File: src/rtl/vend_pkg.sv
// Shared definitions for the vending sequencer: coin encoding, FSM states,
// price table, credit ceiling and motor timeout.
package vend_pkg;

  localparam int CREDIT_W = 6;
  localparam int LANES    = 4;
  localparam int TIMEOUT  = 16;
  localparam int TMO_W    = $clog2(TIMEOUT);

  localparam logic [CREDIT_W-1:0] CREDIT_MAX = 6'd35;
  localparam logic [CREDIT_W-1:0] COIN_STEP  = 6'd5;

  typedef enum logic [1:0] {
    COIN_NONE = 2'b00,
    COIN_5    = 2'b01,
    COIN_10   = 2'b10,
    COIN_BAD  = 2'b11
  } coin_e;

  typedef enum logic [1:0] {
    ST_IDLE   = 2'd0,
    ST_VEND   = 2'd1,
    ST_CHANGE = 2'd2
  } state_e;

  function automatic logic [CREDIT_W-1:0] lane_price(input logic [1:0] lane);
    case (lane)
      2'd0:    lane_price = 6'd15;
      2'd1:    lane_price = 6'd20;
      2'd2:    lane_price = 6'd25;
      default: lane_price = 6'd10;
    endcase
  endfunction

  function automatic logic [CREDIT_W-1:0] coin_value(input logic [1:0] c);
    case (c)
      COIN_5:  coin_value = 6'd5;
      COIN_10: coin_value = 6'd10;
      default: coin_value = 6'd0;
    endcase
  endfunction

endpackage

File: src/rtl/vend_sequencer_if.sv
// Customer-side and motor-side signal bundle of the vending sequencer.
interface vend_sequencer_if;
  import vend_pkg::*;

  logic [1:0]          coin;
  logic [LANES-1:0]    sel;
  logic [LANES-1:0]    lane_empty;
  logic                refund;
  logic                motor_ack;
  logic                motor_req;
  logic [1:0]          motor_lane;
  logic                change_pulse;
  logic                coin_reject;
  logic [CREDIT_W-1:0] credit;
  logic                busy;
  logic                timeout_err;

  modport master (
    output coin, sel, lane_empty, refund, motor_ack,
    input  motor_req, motor_lane, change_pulse, coin_reject, credit, busy, timeout_err
  );

  modport slave (
    input  coin, sel, lane_empty, refund, motor_ack,
    output motor_req, motor_lane, change_pulse, coin_reject, credit, busy, timeout_err
  );

endinterface

File: src/rtl/vend_prio_arb.sv
// Fixed-priority arbiter: the lowest-indexed asserted request wins.
module vend_prio_arb
  import vend_pkg::*;
(
  input  logic [LANES-1:0] req,
  output logic [1:0]       grant_idx,
  output logic             grant_vld
);

  // Scan from the top down so the lowest index is the last to overwrite.
  always_comb begin
    grant_idx = 2'd0;
    grant_vld = 1'b0;
    for (int i = LANES - 1; i >= 0; i--) begin
      if (req[i]) begin
        grant_idx = 2'(i);
        grant_vld = 1'b1;
      end
    end
  end

endmodule

File: src/rtl/vend_sequencer.sv
// Vending sequencer: accepts coins, grants one lane to the shared motor,
// waits for the motor acknowledge (with timeout) and pays change in 5-unit pulses.
module vend_sequencer
  import vend_pkg::*;
(
  input  logic             clk,
  input  logic             reset,
  vend_sequencer_if.slave  bus
);

  localparam logic [TMO_W-1:0] TMO_LAST = TMO_W'(TIMEOUT - 1);

  state_e              state_q, state_d;
  logic [CREDIT_W-1:0] credit_q, credit_d;
  logic [TMO_W-1:0]    tmo_q, tmo_d;
  logic [1:0]          lane_q, lane_d;
  logic                mreq_q, mreq_d;
  logic                pulse_q, pulse_d;
  logic                rej_q, rej_d;
  logic                terr_q, terr_d;
  logic                busy_q, busy_d;

  logic [LANES-1:0]    elig;
  logic [1:0]          grant_idx;
  logic                grant_vld;
  logic [CREDIT_W:0]   coin_sum;
  logic                coin_any, coin_ok;
  logic [CREDIT_W-1:0] rem;

  // Eligibility always uses the registered (pre-coin) credit.
  always_comb begin
    for (int i = 0; i < LANES; i++)
      elig[i] = bus.sel[i] & ~bus.lane_empty[i] & (credit_q >= lane_price(2'(i)));
  end

  vend_prio_arb u_arb (
    .req       (elig),
    .grant_idx (grant_idx),
    .grant_vld (grant_vld)
  );

  assign coin_any = (bus.coin != COIN_NONE);
  assign coin_sum = {1'b0, credit_q} + {1'b0, coin_value(bus.coin)};
  assign coin_ok  = ((bus.coin == COIN_5) || (bus.coin == COIN_10)) &&
                    (coin_sum <= {1'b0, CREDIT_MAX});
  assign rem      = credit_q - lane_price(lane_q);

  always_ff @(posedge clk) begin
    if (reset) state_q <= ST_IDLE;
    else       state_q <= state_d;
  end

  always_comb begin
    state_d = state_q;
    case (state_q)
      ST_IDLE: begin
        if (grant_vld)                           state_d = ST_VEND;
        else if (bus.refund && credit_q != '0)   state_d = ST_CHANGE;
      end
      ST_VEND: begin
        if (bus.motor_ack)                       state_d = (rem != '0) ? ST_CHANGE : ST_IDLE;
        else if (tmo_q == TMO_LAST)              state_d = ST_CHANGE;
      end
      ST_CHANGE: begin
        if (pulse_q && credit_q == COIN_STEP)    state_d = ST_IDLE;
      end
      default:                                   state_d = ST_IDLE;
    endcase
  end

  // Next values of every registered output; credit drops on the edge ending a pulse.
  always_comb begin
    credit_d = credit_q;
    tmo_d    = tmo_q;
    lane_d   = lane_q;
    mreq_d   = mreq_q;
    pulse_d  = 1'b0;
    rej_d    = 1'b0;
    terr_d   = 1'b0;
    case (state_q)
      ST_IDLE: begin
        if (grant_vld) begin
          mreq_d = 1'b1;
          lane_d = grant_idx;
          tmo_d  = '0;
          rej_d  = coin_any;
        end else begin
          if (coin_ok) credit_d = coin_sum[CREDIT_W-1:0];
          else         rej_d    = coin_any;
          pulse_d = (state_d == ST_CHANGE);
        end
      end
      ST_VEND: begin
        rej_d = coin_any;
        if (bus.motor_ack) begin
          mreq_d   = 1'b0;
          credit_d = rem;
          pulse_d  = (rem != '0);
        end else if (tmo_q == TMO_LAST) begin
          mreq_d  = 1'b0;
          terr_d  = 1'b1;
          pulse_d = 1'b1;
        end else begin
          tmo_d = tmo_q + TMO_W'(1);
        end
      end
      ST_CHANGE: begin
        rej_d = coin_any;
        if (pulse_q) credit_d = credit_q - COIN_STEP;
        else         pulse_d  = 1'b1;
      end
      default: ;
    endcase
    busy_d = (state_d != ST_IDLE);
  end

  // Output register stage
  always_ff @(posedge clk) begin
    if (reset) begin
      credit_q <= '0;
      tmo_q    <= '0;
      lane_q   <= '0;
      mreq_q   <= 1'b0;
      pulse_q  <= 1'b0;
      rej_q    <= 1'b0;
      terr_q   <= 1'b0;
      busy_q   <= 1'b0;
    end else begin
      credit_q <= credit_d;
      tmo_q    <= tmo_d;
      lane_q   <= lane_d;
      mreq_q   <= mreq_d;
      pulse_q  <= pulse_d;
      rej_q    <= rej_d;
      terr_q   <= terr_d;
      busy_q   <= busy_d;
    end
  end

  assign bus.motor_req    = mreq_q;
  assign bus.motor_lane   = lane_q;
  assign bus.change_pulse = pulse_q;
  assign bus.coin_reject  = rej_q;
  assign bus.credit       = credit_q;
  assign bus.busy         = busy_q;
  assign bus.timeout_err  = terr_q;

endmodule

File: src/flat_wrapper.sv
// flat-port wrapper written by rule: the top's interface ports become plain ports
module vend_sequencer_flat import vend_pkg::*;
  (clk, reset, bus_coin, bus_sel, bus_lane_empty, bus_refund, bus_motor_ack, bus_motor_req, bus_motor_lane, bus_change_pulse, bus_coin_reject, bus_credit, bus_busy, bus_timeout_err);
  vend_sequencer_if bus_i ();
  input  logic clk;
  input  logic reset;
  input wire logic [$bits(bus_i.coin)-1:0] bus_coin;
  input wire logic [$bits(bus_i.sel)-1:0] bus_sel;
  input wire logic [$bits(bus_i.lane_empty)-1:0] bus_lane_empty;
  input wire logic [$bits(bus_i.refund)-1:0] bus_refund;
  input wire logic [$bits(bus_i.motor_ack)-1:0] bus_motor_ack;
  output wire logic [$bits(bus_i.motor_req)-1:0] bus_motor_req;
  output wire logic [$bits(bus_i.motor_lane)-1:0] bus_motor_lane;
  output wire logic [$bits(bus_i.change_pulse)-1:0] bus_change_pulse;
  output wire logic [$bits(bus_i.coin_reject)-1:0] bus_coin_reject;
  output wire logic [$bits(bus_i.credit)-1:0] bus_credit;
  output wire logic [$bits(bus_i.busy)-1:0] bus_busy;
  output wire logic [$bits(bus_i.timeout_err)-1:0] bus_timeout_err;
  assign bus_i.coin = bus_coin;
  assign bus_i.sel = bus_sel;
  assign bus_i.lane_empty = bus_lane_empty;
  assign bus_i.refund = bus_refund;
  assign bus_i.motor_ack = bus_motor_ack;
  assign bus_motor_req = bus_i.motor_req;
  assign bus_motor_lane = bus_i.motor_lane;
  assign bus_change_pulse = bus_i.change_pulse;
  assign bus_coin_reject = bus_i.coin_reject;
  assign bus_credit = bus_i.credit;
  assign bus_busy = bus_i.busy;
  assign bus_timeout_err = bus_i.timeout_err;
  vend_sequencer u_core (.clk(clk), .reset(reset), .bus(bus_i));
endmodule
File: config.mk
export PLATFORM = sky130hd
export DESIGN_NAME = vend_sequencer_flat
export DESIGN_NICKNAME = d
export VERILOG_FILES = /design/src/rtl/vend_pkg.sv /design/src/rtl/vend_sequencer_if.sv /design/src/rtl/vend_prio_arb.sv /design/src/rtl/vend_sequencer.sv /design/src/flat_wrapper.sv
export SDC_FILE = /design/constraint.sdc
export NUM_CORES = 1
export LEC_CHECK = 0
export ABC_AREA = 1
export BUFFER_PORTS_ARGS = -buffer_cell sky130_fd_sc_hd__buf_2
export CAP_MARGIN = 20
export CORE_MARGIN = 2
export CORE_UTILIZATION = 58
export DETAILED_ROUTE_END_ITERATION = 7
export PLACE_DENSITY = 0.84
export RECOVER_POWER = 50
export SLEW_MARGIN = 0
export SYNTH_ARGS = -nofsm -noshare
export SYNTH_HDL_FRONTEND = slang
export SYNTH_SLANG_ARGS = --single-unit
File: constraint.sdc
create_clock -name clk -period 2.8 [get_ports clk]
set_clock_uncertainty 0.1 [all_clocks]
set_input_delay 0.42 -clock clk [delete_from_list [all_inputs] [get_ports clk]]
set_output_delay 0.42 -clock clk [all_outputs]
set_load 0.01 [all_outputs]
==> run_results.csv <==
group,metric,value,unit
final_layout,final_net_count,365,
placed_design,port_buffers,26,
logic_synthesis,ys_warn_count,0,
clock_tree,cts_tree,"yes",
logic_synthesis,yosysSeqAreaShare,19.51,%
min_path,hp-start,"reset",
placed_design,preCtsSetupSlack,0.1533,ns
min_path,whs_path_depth,2,
run_status,status,"finished clean",
logic_synthesis,yosys-top-cells-area,"dfxtp_1, nand2_1, ha_1",
grt,grt_pass1_vias,1738,
floorplan,start_util,59.35,%
final_layout,drive_above_1_share,12.92,%
floorplan,die_x,61.98,um
timing,min_period_over_period,91.33,%
logic_synthesis,netlist_area,0.001949,sq mm
pwr,peakVddDrop,0.5248,mV
clock_tree,cts_resized,0,
logic_synthesis,synth_area_per_cell,6.542,sq um
critical_path,crit_path_end_kind,"register",
critical_path,worstPathArrival,2.67,ns
drt,via_per_inst,5.402,
grt,grt_start_max_net_pins,13,
clock_tree,htreeDepth,1,
logic_synthesis,synth.top_cell.area_share,19.51,%
critical_path,critPathLaunchType,"register",
clock_tree,cts_hold_buf,0,
logic_synthesis,ys_types,34,
logic_synthesis,syn_nets,337,
final_layout,syn_to_final_growth,8.601,%
clock_tree,clk_latency,0.32,ns
timing,rsz0062_at_grt,"false",
logic_synthesis,synth.largest_area_cell,"dfxtp_1",
drt,routedWlPerCell,12.35,um
clock_tree,root_buffer,"clkbuf_4",
timing,max_freq,391.0,MHz
grt,antenna_found_initial,0,
drt,routed_wl,4.580,mm
drt,drc,0,
timing,fin_setup_tns,0,ns
grt,track_usage,25.86,%
min_path,min_to,"u_core.tmo_q[3]$_SDFFE_PP0P_",
clock_tree,cts_sinks,19,
flow_run,cap_violations,0,
critical_path,r2r-end,"u_core.bus.busy$_SDFF_PP0_",
clock_tree,cts_buffers,3,
floorplan,die_area,0.003841,sq mm
clock_tree,max-clock-path-buffers,2,
logic_synthesis,synth_edf_count,0,
timing,period_minus_slack,2.557,ns
logic_synthesis,async_flop_share,0,%
critical_path,required,2.92,ns
critical_path,crit_path_max_fanout,7,
placed_design,dp_hpwl,3.615,mm
critical_path,r2r_cells,11,
timing,fin_ws,0.2426,ns
critical_path,r2r-start,"u_core.bus.credit[0]$_SDFFE_PP0P_",
floorplan,core,0.003284,sq mm
drt,via_count,2004,
timing,final_max_slew_viol_count,0,
placed_design,place.gp.congestion,0.9562,
pwr,p_total,2233,uW
timing,final_hold_viol_count,0,
floorplan,die_h,61.98,um
drt,first_pass_iters,4,
grt,grt_pass1_wl,7.500,mm
clock_tree,post_cts_buffers,0,
floorplan,placement_rows,21,
grt,globalRoute.totalOverflow,0,
logic_synthesis,syn_inst,298,
critical_path,crit_type,"register to register",
pwr,power_density,1055,mW/mm^2
logic_synthesis,ys.flop_type,"dfxtp_1",
pwr,p_leak,0.001090,uW
final_layout,antenna_cells,0,
logic_synthesis,ys_ff_latch,19,
final_layout,postLayoutCoreUtil,64.46,%
drt,drt.antenna.violating_nets,0,
min_path,min_path_type,"primary input to register",
timing,tightest_slew,0.4693,ns
critical_path,r2r_slack,0.24,ns
timing,relSlewSlack,68.72,%
timing,setup_violations,0,
drt,drt-initial-drc-count,95,
clock_tree,path_clk_slew,0.13,ns
floorplan,io_pins,27,
-- routing by layer --
metal	up-vias	GRT usage, %	routed length, um
li1	1026	-	-
met1	887	34.71	2103
met2	81	41.67	2056
met3	10	4.348	334
met4	0	9.119	86
met5	-	0	0
-- worst max path at each step --
| stage | startpoint | to | slack (ns) | cells after the start |
|---|---|---|---|---|
| 2_1_floorplan | bus_coin[1] | u_core.bus.credit[4]$_SDFFE_PP0P_ | 0.47 | 16 |
| 3_5_place_dp | bus_coin[1] | u_core.bus.credit[4]$_SDFFE_PP0P_ | 0.15 | 17 |
| 5_1_grt | u_core.bus.credit[0]$_SDFFE_PP0P_ | u_core.state_q[1]$_SDFF_PP0_ | 0.08 | 12 |
| 6_report | u_core.bus.credit[0]$_SDFFE_PP0P_ | u_core.bus.busy$_SDFF_PP0_ | 0.24 | 11 |
| 3_3_place_gp | bus_coin[1] | u_core.bus.credit[4]$_SDFFE_PP0P_ | 0.27 | 17 |
| 4_1_cts | u_core.bus.credit[0]$_SDFFE_PP0P_ | u_core.bus.busy$_SDFF_PP0_ | 0.31 | 11 |
-- state kept, by name (all words and copies together) (netlist names) --
signal,flops
u_core.bus.change_pulse,1
u_core.bus.motor_lane,2
u_core.bus.busy,1
u_core.bus.credit,6
u_core.tmo_q,4
u_core.bus.motor_req,1
u_core.bus.coin_reject,1
u_core.bus.timeout_err,1
u_core.state_q,2
-- placed cells by master (no fill, tap or decap), types with 2 or more instances in the layout --
cell type / instances
buf_2: 14
xor2_1: 3
dfxtp_1: 19
nand2_1: 83
nand4_1: 7
nand3b_1: 3
inv_1: 34
or2_2: 3
ha_1: 23
a31oi_1: 2
o21a_1: 3
nand2_2: 5
clkbuf_4: 3
nor2_2: 3
nor3_1: 2
clkbuf_1: 13
inv_2: 4
nor2_1: 25
nand3_1: 35
nand2_4: 5
o21ai_0: 6
a21oi_1: 16
fa_1: 2
-- where the power goes --
group	switching, uW	internal [uW]
logic	1030	587
registers	114	350
clock network	98.6	54.6
-- worst max-delay path, stage by stage, from the launching register on --
cell and delay [ns]:
dfxtp_1 0.52, inv_1 0.17, ha_1 0.26, fa_1 0.53, nand3_1 0.08, nor2_1 0.12
nand3_1 0.09, nor2_1 0.11, nand2_1 0.10, nand2_1 0.07, nand3_1 0.11, o21a_1 0.19
-- cell type report --
cell class / count / area [sq um]
multi-input cells: 236 / 1384
inverters: 39 / 146.4
clock inverters: 1 / 7.507
clock buffers: 3 / 22.52
fillers: 297 / 1167
repair buffers: 27 / 118.9
flip-flops and latches: 19 / 380.4
well taps: 46 / 57.56
-- cell usage after synthesis (all sizes together), types with 2 or more instances --
library cell / n
o21ai: 8
xor2: 3
o21a: 3
inv: 38
ha: 23
a21oi: 16
nor3: 2
dfxtp: 19
nand2: 93
nor2: 30
nand4: 7
a31oi: 2
or2: 3
nand3: 35
nand3b: 3
clkbuf: 3
fa: 2
-- per-stage QoR --
step | hold slack (ns) | instance area [sq um] | instances
4_1_cts | 0.2564 | 2151 | 371
6_report | 0.2651 | 2117 | 371
5_1_grt | 0.2783 | 2117 | 371
3_5_place_dp | 0.3547 | 2121 | 367
3_3_place_gp | 0.3491 | 2121 | 367
2_1_floorplan | 0.3530 | 1949 | 298
-- logic make-up (layout without fill, tap and decap cells) --
group           Yosys count  in the layout  share of synthesized area, %
simple gates            173            173                         42.49
buf+inv                  43             70                         8.728
compound gates           34             34                         10.66
fa+ha+maj                25             25                         16.82
flops                    19             19                         19.51
xor+xnor                  4              4                         1.798
(Power assumes the default switching activity.)
